**src/rtl/uart_ctrl_pkg.sv**
```systemverilog
// Shared constants for the UART controller: register map, status/control bit
// positions and TX sequencer state encoding.
package uart_ctrl_pkg;

    localparam logic [1:0] ADDR_DATA    = 2'd0;
    localparam logic [1:0] ADDR_STATUS  = 2'd1;
    localparam logic [1:0] ADDR_CONTROL = 2'd2;

    localparam int unsigned ST_TX_FULL    = 0;
    localparam int unsigned ST_TX_EMPTY   = 1;
    localparam int unsigned ST_RX_EMPTY   = 2;
    localparam int unsigned ST_RX_FULL    = 3;
    localparam int unsigned ST_RX_OVERRUN = 4;
    localparam int unsigned ST_FRAME_ERR  = 5;
    localparam int unsigned ST_TX_DROP    = 6;
    localparam int unsigned ST_TX_BUSY    = 7;

    localparam int unsigned CTRL_TX_EN = 0;
    localparam int unsigned CTRL_RX_IE = 1;
    localparam int unsigned CTRL_TX_IE = 2;

    localparam logic [7:0] CONTROL_RST = 8'h01;

    typedef enum logic [1:0] {
        TxIdle,
        TxWaitBusy,
        TxWaitDone
    } tx_state_e;

endpackage

```
**src/rtl/uart_ctrl_sync_fifo.sv**
```systemverilog
// Synchronous FIFO with combinational head output. A pop on a full FIFO frees
// the slot for a push in the same cycle.
module sync_fifo #(
    parameter int unsigned WIDTH = 8,
    parameter int unsigned AW    = 4
) (
    input  logic             i_clk,
    input  logic             i_rst,
    input  logic             i_push,
    input  logic             i_pop,
    input  logic [WIDTH-1:0] i_din,
    output logic [WIDTH-1:0] o_dout,
    output logic             o_full,
    output logic             o_empty,
    output logic [AW:0]      o_count
);
    localparam int unsigned DEPTH = 1 << AW;

    logic [WIDTH-1:0] r_mem [DEPTH];
    logic [AW-1:0]    r_wr_ptr;
    logic [AW-1:0]    r_rd_ptr;
    logic [AW:0]      r_count;
    logic             w_do_push;
    logic             w_do_pop;

    assign o_empty   = (r_count == '0);
    assign o_full    = (r_count == (AW+1)'(DEPTH));
    assign o_count   = r_count;
    assign o_dout    = r_mem[r_rd_ptr];
    assign w_do_pop  = i_pop & ~o_empty;
    assign w_do_push = i_push & (~o_full | w_do_pop);

    always_ff @(posedge i_clk) begin
        if (w_do_push) begin
            r_mem[r_wr_ptr] <= i_din;
        end
    end

    always_ff @(posedge i_clk) begin
        if (i_rst) begin
            r_wr_ptr <= '0;
            r_rd_ptr <= '0;
            r_count  <= '0;
        end else begin
            if (w_do_push) begin
                r_wr_ptr <= r_wr_ptr + 1'b1;
            end
            if (w_do_pop) begin
                r_rd_ptr <= r_rd_ptr + 1'b1;
            end
            case ({w_do_push, w_do_pop})
                2'b10:   r_count <= r_count + 1'b1;
                2'b01:   r_count <= r_count - 1'b1;
                default: r_count <= r_count;
            endcase
        end
    end

endmodule

```
**src/rtl/uart_ctrl.sv**
```systemverilog
// CPU-facing UART controller: TX/RX FIFOs, DATA/STATUS/CONTROL registers,
// sticky error flags, level interrupt and the TX pacing sequencer.
module uart_ctrl
    import uart_ctrl_pkg::*;
#(
    parameter int unsigned TX_AW = 4,
    parameter int unsigned RX_AW = 4
) (
    input  logic       i_clk,
    input  logic       i_rst,
    input  logic [1:0] i_addr,
    input  logic       i_wr_en,
    input  logic       i_rd_en,
    input  logic [7:0] i_wdata,
    output logic [7:0] o_rdata,
    output logic       o_irq,
    output logic       o_uart_transmit,
    output logic [7:0] o_uart_tx_byte,
    input  logic       i_uart_is_transmitting,
    input  logic       i_uart_received,
    input  logic [7:0] i_uart_rx_byte,
    input  logic       i_uart_recv_error
);
    tx_state_e   r_state;
    logic        r_transmit;
    logic [7:0]  r_tx_byte;
    logic [7:0]  r_rdata;
    logic        r_irq;
    logic [2:0]  r_ctrl;
    logic        r_rx_overrun;
    logic        r_frame_err;
    logic        r_tx_drop;

    logic [7:0]   w_tx_dout;
    logic         w_tx_full;
    logic         w_tx_empty;
    logic [TX_AW:0] w_tx_count;
    logic [7:0]   w_rx_dout;
    logic         w_rx_full;
    logic         w_rx_empty;
    logic [RX_AW:0] w_rx_count;

    logic       w_data_wr;
    logic       w_data_rd;
    logic       w_stat_wr;
    logic       w_ctrl_wr;
    logic       w_tx_start;
    logic       w_rx_pop;
    logic       w_tx_busy;
    logic [7:0] w_status;
    logic [7:0] w_rd_val;

    assign w_data_wr  = i_wr_en & (i_addr == ADDR_DATA);
    assign w_data_rd  = i_rd_en & (i_addr == ADDR_DATA);
    assign w_stat_wr  = i_wr_en & (i_addr == ADDR_STATUS);
    assign w_ctrl_wr  = i_wr_en & (i_addr == ADDR_CONTROL);
    assign w_rx_pop   = w_data_rd & ~w_rx_empty;
    assign w_tx_busy  = (r_state != TxIdle);
    // The FIFO pop and the registered pulse happen on the same edge.
    assign w_tx_start = (r_state == TxIdle) & r_ctrl[CTRL_TX_EN] & ~w_tx_empty;

    sync_fifo #(
        .WIDTH (8),
        .AW    (TX_AW)
    ) u_tx_fifo (
        .i_clk   (i_clk),
        .i_rst   (i_rst),
        .i_push  (w_data_wr),
        .i_pop   (w_tx_start),
        .i_din   (i_wdata),
        .o_dout  (w_tx_dout),
        .o_full  (w_tx_full),
        .o_empty (w_tx_empty),
        .o_count (w_tx_count)
    );

    sync_fifo #(
        .WIDTH (8),
        .AW    (RX_AW)
    ) u_rx_fifo (
        .i_clk   (i_clk),
        .i_rst   (i_rst),
        .i_push  (i_uart_received),
        .i_pop   (w_rx_pop),
        .i_din   (i_uart_rx_byte),
        .o_dout  (w_rx_dout),
        .o_full  (w_rx_full),
        .o_empty (w_rx_empty),
        .o_count (w_rx_count)
    );

    always_comb begin
        w_status                = '0;
        w_status[ST_TX_FULL]    = w_tx_full;
        w_status[ST_TX_EMPTY]   = w_tx_empty;
        w_status[ST_RX_EMPTY]   = w_rx_empty;
        w_status[ST_RX_FULL]    = w_rx_full;
        w_status[ST_RX_OVERRUN] = r_rx_overrun;
        w_status[ST_FRAME_ERR]  = r_frame_err;
        w_status[ST_TX_DROP]    = r_tx_drop;
        w_status[ST_TX_BUSY]    = w_tx_busy;
    end

    always_comb begin
        w_rd_val = '0;
        case (i_addr)
            ADDR_DATA:    w_rd_val = w_rx_empty ? 8'h00 : w_rx_dout;
            ADDR_STATUS:  w_rd_val = w_status;
            ADDR_CONTROL: w_rd_val = {5'b0, r_ctrl};
            default:      w_rd_val = '0;
        endcase
    end

    // Sticky flags: a set in the same cycle as a write-1-to-clear wins.
    always_ff @(posedge i_clk) begin
        if (i_rst) begin
            r_rdata      <= '0;
            r_irq        <= 1'b0;
            r_ctrl       <= CONTROL_RST[2:0];
            r_rx_overrun <= 1'b0;
            r_frame_err  <= 1'b0;
            r_tx_drop    <= 1'b0;
        end else begin
            if (i_rd_en) begin
                r_rdata <= w_rd_val;
            end
            if (w_ctrl_wr) begin
                r_ctrl <= i_wdata[2:0];
            end
            r_rx_overrun <= (r_rx_overrun & ~(w_stat_wr & i_wdata[ST_RX_OVERRUN]))
                          | (i_uart_received & w_rx_full & ~w_rx_pop);
            r_frame_err  <= (r_frame_err & ~(w_stat_wr & i_wdata[ST_FRAME_ERR]))
                          | i_uart_recv_error;
            r_tx_drop    <= (r_tx_drop & ~(w_stat_wr & i_wdata[ST_TX_DROP]))
                          | (w_data_wr & w_tx_full & ~w_tx_start);
            r_irq        <= (r_ctrl[CTRL_RX_IE] & ~w_rx_empty)
                          | (r_ctrl[CTRL_TX_IE] & w_tx_empty & ~w_tx_busy);
        end
    end

    always_ff @(posedge i_clk) begin
        if (i_rst) begin
            r_state    <= TxIdle;
            r_transmit <= 1'b0;
            r_tx_byte  <= '0;
        end else begin
            r_transmit <= 1'b0;
            case (r_state)
                TxIdle: begin
                    if (w_tx_start) begin
                        r_tx_byte  <= w_tx_dout;
                        r_transmit <= 1'b1;
                        r_state    <= TxWaitBusy;
                    end
                end
                TxWaitBusy: begin
                    if (i_uart_is_transmitting) begin
                        r_state <= TxWaitDone;
                    end
                end
                TxWaitDone: begin
                    if (!i_uart_is_transmitting) begin
                        r_state <= TxIdle;
                    end
                end
                default: r_state <= TxIdle;
            endcase
        end
    end

    assign o_rdata         = r_rdata;
    assign o_irq           = r_irq;
    assign o_uart_transmit = r_transmit;
    assign o_uart_tx_byte  = r_tx_byte;

endmodule

```
**config.mk**
```make
export PLATFORM = sky130hd
export DESIGN_NAME = uart_ctrl
export DESIGN_NICKNAME = d
export VERILOG_FILES = /design/src/rtl/uart_ctrl_pkg.sv /design/src/rtl/uart_ctrl_sync_fifo.sv /design/src/rtl/uart_ctrl.sv
export SDC_FILE = /design/constraint.sdc
export NUM_CORES = 1
export LEC_CHECK = 0
export BUFFER_PORTS_ARGS = -buffer_cell sky130_fd_sc_hd__clkbuf_2
export CAP_MARGIN = 20
export CORE_AREA = 2 2 186 206
export DETAILED_ROUTE_END_ITERATION = 16
export DIE_AREA = 0 0 188 208
export PLACE_DENSITY = 0.59
export SKIP_CTS_REPAIR_TIMING = 1
export SLEW_MARGIN = 20
export SYNTH_ARGS = -nofsm -noshare
export SYNTH_HDL_FRONTEND = slang
export SYNTH_HIERARCHICAL = 1
export SYNTH_SLANG_ARGS = --single-unit
```
**constraint.sdc**
```tcl
create_clock -name i_clk -period 5.1 [get_ports i_clk]
set_clock_uncertainty 0.15 [all_clocks]
set_input_delay 0.51 -clock i_clk [delete_from_list [all_inputs] [get_ports i_clk]]
set_output_delay 0.51 -clock i_clk [all_outputs]
set_load 0.005 [all_outputs]
```
==> qor.tcl <==
set qor(outcome) {complete, no violations}
set qor(placement_rows) 74
set qor(largest_net_degree_at_the_start_of_global_routing) 38
set qor(drcViolationCount) 0
set qor(critical_path.slowest_cell) {or4_1}
set qor(timing.critical_path.max_delay_family) {simple AND/OR/NAND/NOR gates}
set qor(firstDrtPassIters) 5
set qor(p_per_area_nw_per_um2) 428
set qor(globalRouteTotalUtil) 0.137
set qor(synth_seq_cells) 316
set qor(place.gp.congestion) 0.759
set qor(critical_path_arrival_ns) 4.36
set qor(hp-class) {in -> reg}
set qor(layoutNonFillerInstCount) 1354
set qor(max-vdd-ir-drop_uv) 256
set qor(worst_pin_slew_ns) 0.980
set qor(avgSynthCellArea_um2) 16.3
set qor(synthMostInstantiatedCell) {edfxtp_1}
set qor(clock_insertion_delay_worst_skew_ns) 0.52
set qor(tritoncts) {done}
set qor(top_cell_types_by_occurrence_after_synthesis) {edfxtp_1, mux4_2, dfxtp_1}
set qor(portBuffers) 42
set qor(synth_largest_type_area_fraction) 0.600
set qor(final.hold.worst_slack_ns) 0.0925
set qor(yosys_warnings) 6
set qor(worst_path_largest_cell_delay_ns) 0.75
set qor(crit_type) {reg -> reg}
set qor(cts_buffers) 35
set qor(die-area_um2) 39100
set qor(clock_tree.buffer_depth) 3
set qor(cap_viol_max_count) 0
set qor(ctsHtreeMaxLevel) 2
set qor(dpl_hpwl_mm) 17.3
set qor(syn_area_um2) 12800
set qor(dp_cells) 1295
set qor(cp_data_required_time_ns) 5.33
set qor(yosys.cell_types.count) 54
set qor(grt_ovf) 0
set qor(die-width_um) 188
set qor(crit_path_max_fanout) 19
set qor(hold_viol) 0
set qor(maxClockFrequency_ghz) 0.242
set qor(synth.largest_area_cell) {edfxtp_1}
set qor(num_io_pins) 43
set qor(synthArstFlopShare) 0
set qor(wirelength_mm) 26.7
set qor(grt_pass1_wl_mm) 41.4
set qor(clock_sink_count) 316
set qor(placement.cell_area_um2) 13600
set qor(timing_max_transition_violations_final) 0
set qor(crit_path_end_kind) {register}
set qor(grt_pass1_vias) 7027
set qor(route.vias.total) 6799
set qor(cp-start-kind) {register}
set qor(max-slew-margin-rel) 0.346
set qor(initial_utilization) 0.347
set qor(cp_cell_sequence) {or4_1 > nor2_1 > or4b_4 > clkinv_1 > nor2b_1 > o21ai_4 > inv_2 > ha_1 > o2bb2ai_1 > a2111oi_0 > or4_1}
set qor(core-area_um2) 36900
set qor(critical_path_buf_inv_count) 2
set qor(routedWlPerCell_um) 19.7
set qor(syn_to_final_growth_pct) 14.3
set qor(via_density_per_instance) 5.02
set qor(drive_above_1_share) 0.209
set qor(final.setup.tns_ns) 0
set qor(proportion_of_synthesized_chip_area_in_sequential_cells) 0.694
set qor(timing.critical_path.mode_cell) {or4_1}
set qor(finalCoreUtilization) 0.397
set qor(stdcell_area_um2) 14600
set qor(cts_root_buffer) {clkbuf_16}
set qor(dominantRegCellSynth) {edfxtp_1}
set qor(seqCellArea_um2) 8890
set qor(final.fill_count) 3356
set qor(timing.final.setup_violations) 0
set qor(final_cycle_utilization_of_the_critical_path) 0.809
set qor(timing.final.crit_period_ns) 4.13
set qor(multi_input_area_um2) 3680
set qor(finalNetCount) 881
set qor(synthCells) 785
set qor(drt.antenna.violating_nets) 0
set qor(detailedRoute.firstIterationViolations) 483
set qor(chipHeight_um) 208
set qor(clock_transition_at_the_register_clock_pins_on_the_worst_setup_and_hold_paths_after_cts_ns) 0.06
set qor(synth_edf_count) 256
set qor(leakagePower_nw) 4.80
set qor(antenna_found_initial) 2
set qor(syn-num-nets) 828
set qor(synthTopCellsByArea) {edfxtp_1, mux4_2, dfxtp_1}
set qor(antenna_cells_inserted) 0
set qor(unrepaired_setup_endpoints_after_global_routing) {false}
-- layout by cell type, fill, tap and decap left out, types with 13 or more instances in the layout --
| master | n |
|---|---|
| nor3_1 | 13 |
| nor2_1 | 49 |
| nand2_1 | 50 |
| nor2b_1 | 19 |
| mux4_2 | 64 |
| a21oi_1 | 24 |
| and2_1 | 14 |
| inv_1 | 16 |
| edfxtp_1 | 256 |
| ha_1 | 16 |
| clkbuf_2 | 42 |
| a22oi_1 | 33 |
| clkbuf_16 | 36 |
| dfxtp_1 | 57 |
| nand3_1 | 14 |
-- power breakdown --
part           internal (mW)  switching (mW)
clock                   1.43           0.953
combinational          0.391           0.501
sequential              2.88           0.111
total                   4.70            1.56
-- stage by stage --
step	power, mW	worst slack (ns)
2_1_floorplan	3.70	1.48
3_5_place_dp	3.95	0.997
6_report	6.27	0.972
3_3_place_gp	3.93	1.11
5_1_grt	6.53	0.717
4_1_cts	6.34	0.986
-- sequential cells by signal, summed over array words and instances, names as in the netlist, 2 cells and up, named ones only --
name	cells
u_tx_fifo/r_wr_ptr	4
u_rx_fifo/r_wr_ptr	4
u_tx_fifo/o_count	5
r_state	2
u_rx_fifo/r_mem	128
r_ctrl	3
u_rx_fifo/r_rd_ptr	4
o_uart_tx_byte	8
u_rx_fifo/o_count	5
u_tx_fifo/r_mem	128
o_rdata	8
u_tx_fifo/r_rd_ptr	4
-- path summary, 6_finish.rpt --
path | startpoint | end | slack, ns | cells after the start
max | u_tx_fifo/o_count[0] | u_tx_fifo/o_count[4] | 0.97 | 11
min | i_uart_recv_error | r_frame_err | 0.09 | 3
max reg2reg | u_tx_fifo/o_count[0] | u_tx_fifo/o_count[4] | 0.97 | 11
min reg2reg | o_uart_tx_byte[0] | o_uart_tx_byte[0] | 0.31 | 2
-- final cells by class --
type / instances / area share
Sequential cell: 316 / 0.607
Multi-Input combinational cell: 412 / 0.251
Clock buffer: 50 / 0.0665
Tap cell: 494 / 0.0422
Timing Repair Buffer: 54 / 0.0205
Clock inverter: 9 / 0.00769
Inverter: 19 / 0.00487
-- kinds of logic (layout without fill, tap and decap cells) --
| family | after synthesis | in the layout | share of synthesized area |
|---|---|---|---|
| AO/OA/AOI/OAI | 109 | 109 | 0.0597 |
| XOR/XNOR | 12 | 12 | 0.00820 |
| adder cells (fa/ha/maj) | 18 | 18 | 0.0187 |
| buffers and inverters | 57 | 132 | 0.0191 |
| flip-flops | 316 | 316 | 0.694 |
| multiplexers | 73 | 73 | 0.120 |
| AND/OR/NAND/NOR | 200 | 200 | 0.0809 |
-- worst register-to-register path: cells and delay by family (launching register included) --
family                     cells  cell delay, ns
adders and majority gates      1            0.32
AOI/OAI and AO/OA              3            0.48
buffers and inverters          2            0.56
and+or+nand+nor                5            2.13
DFF                            1            0.34
-- routing by layer --
layer,global-route usage,share of wire
met1,0.180,0.43
met2,0.234,0.51
met4,0.0356,0.019
met5,0,0.00086
met3,0.0260,0.046
(Power assumes the default switching activity.)
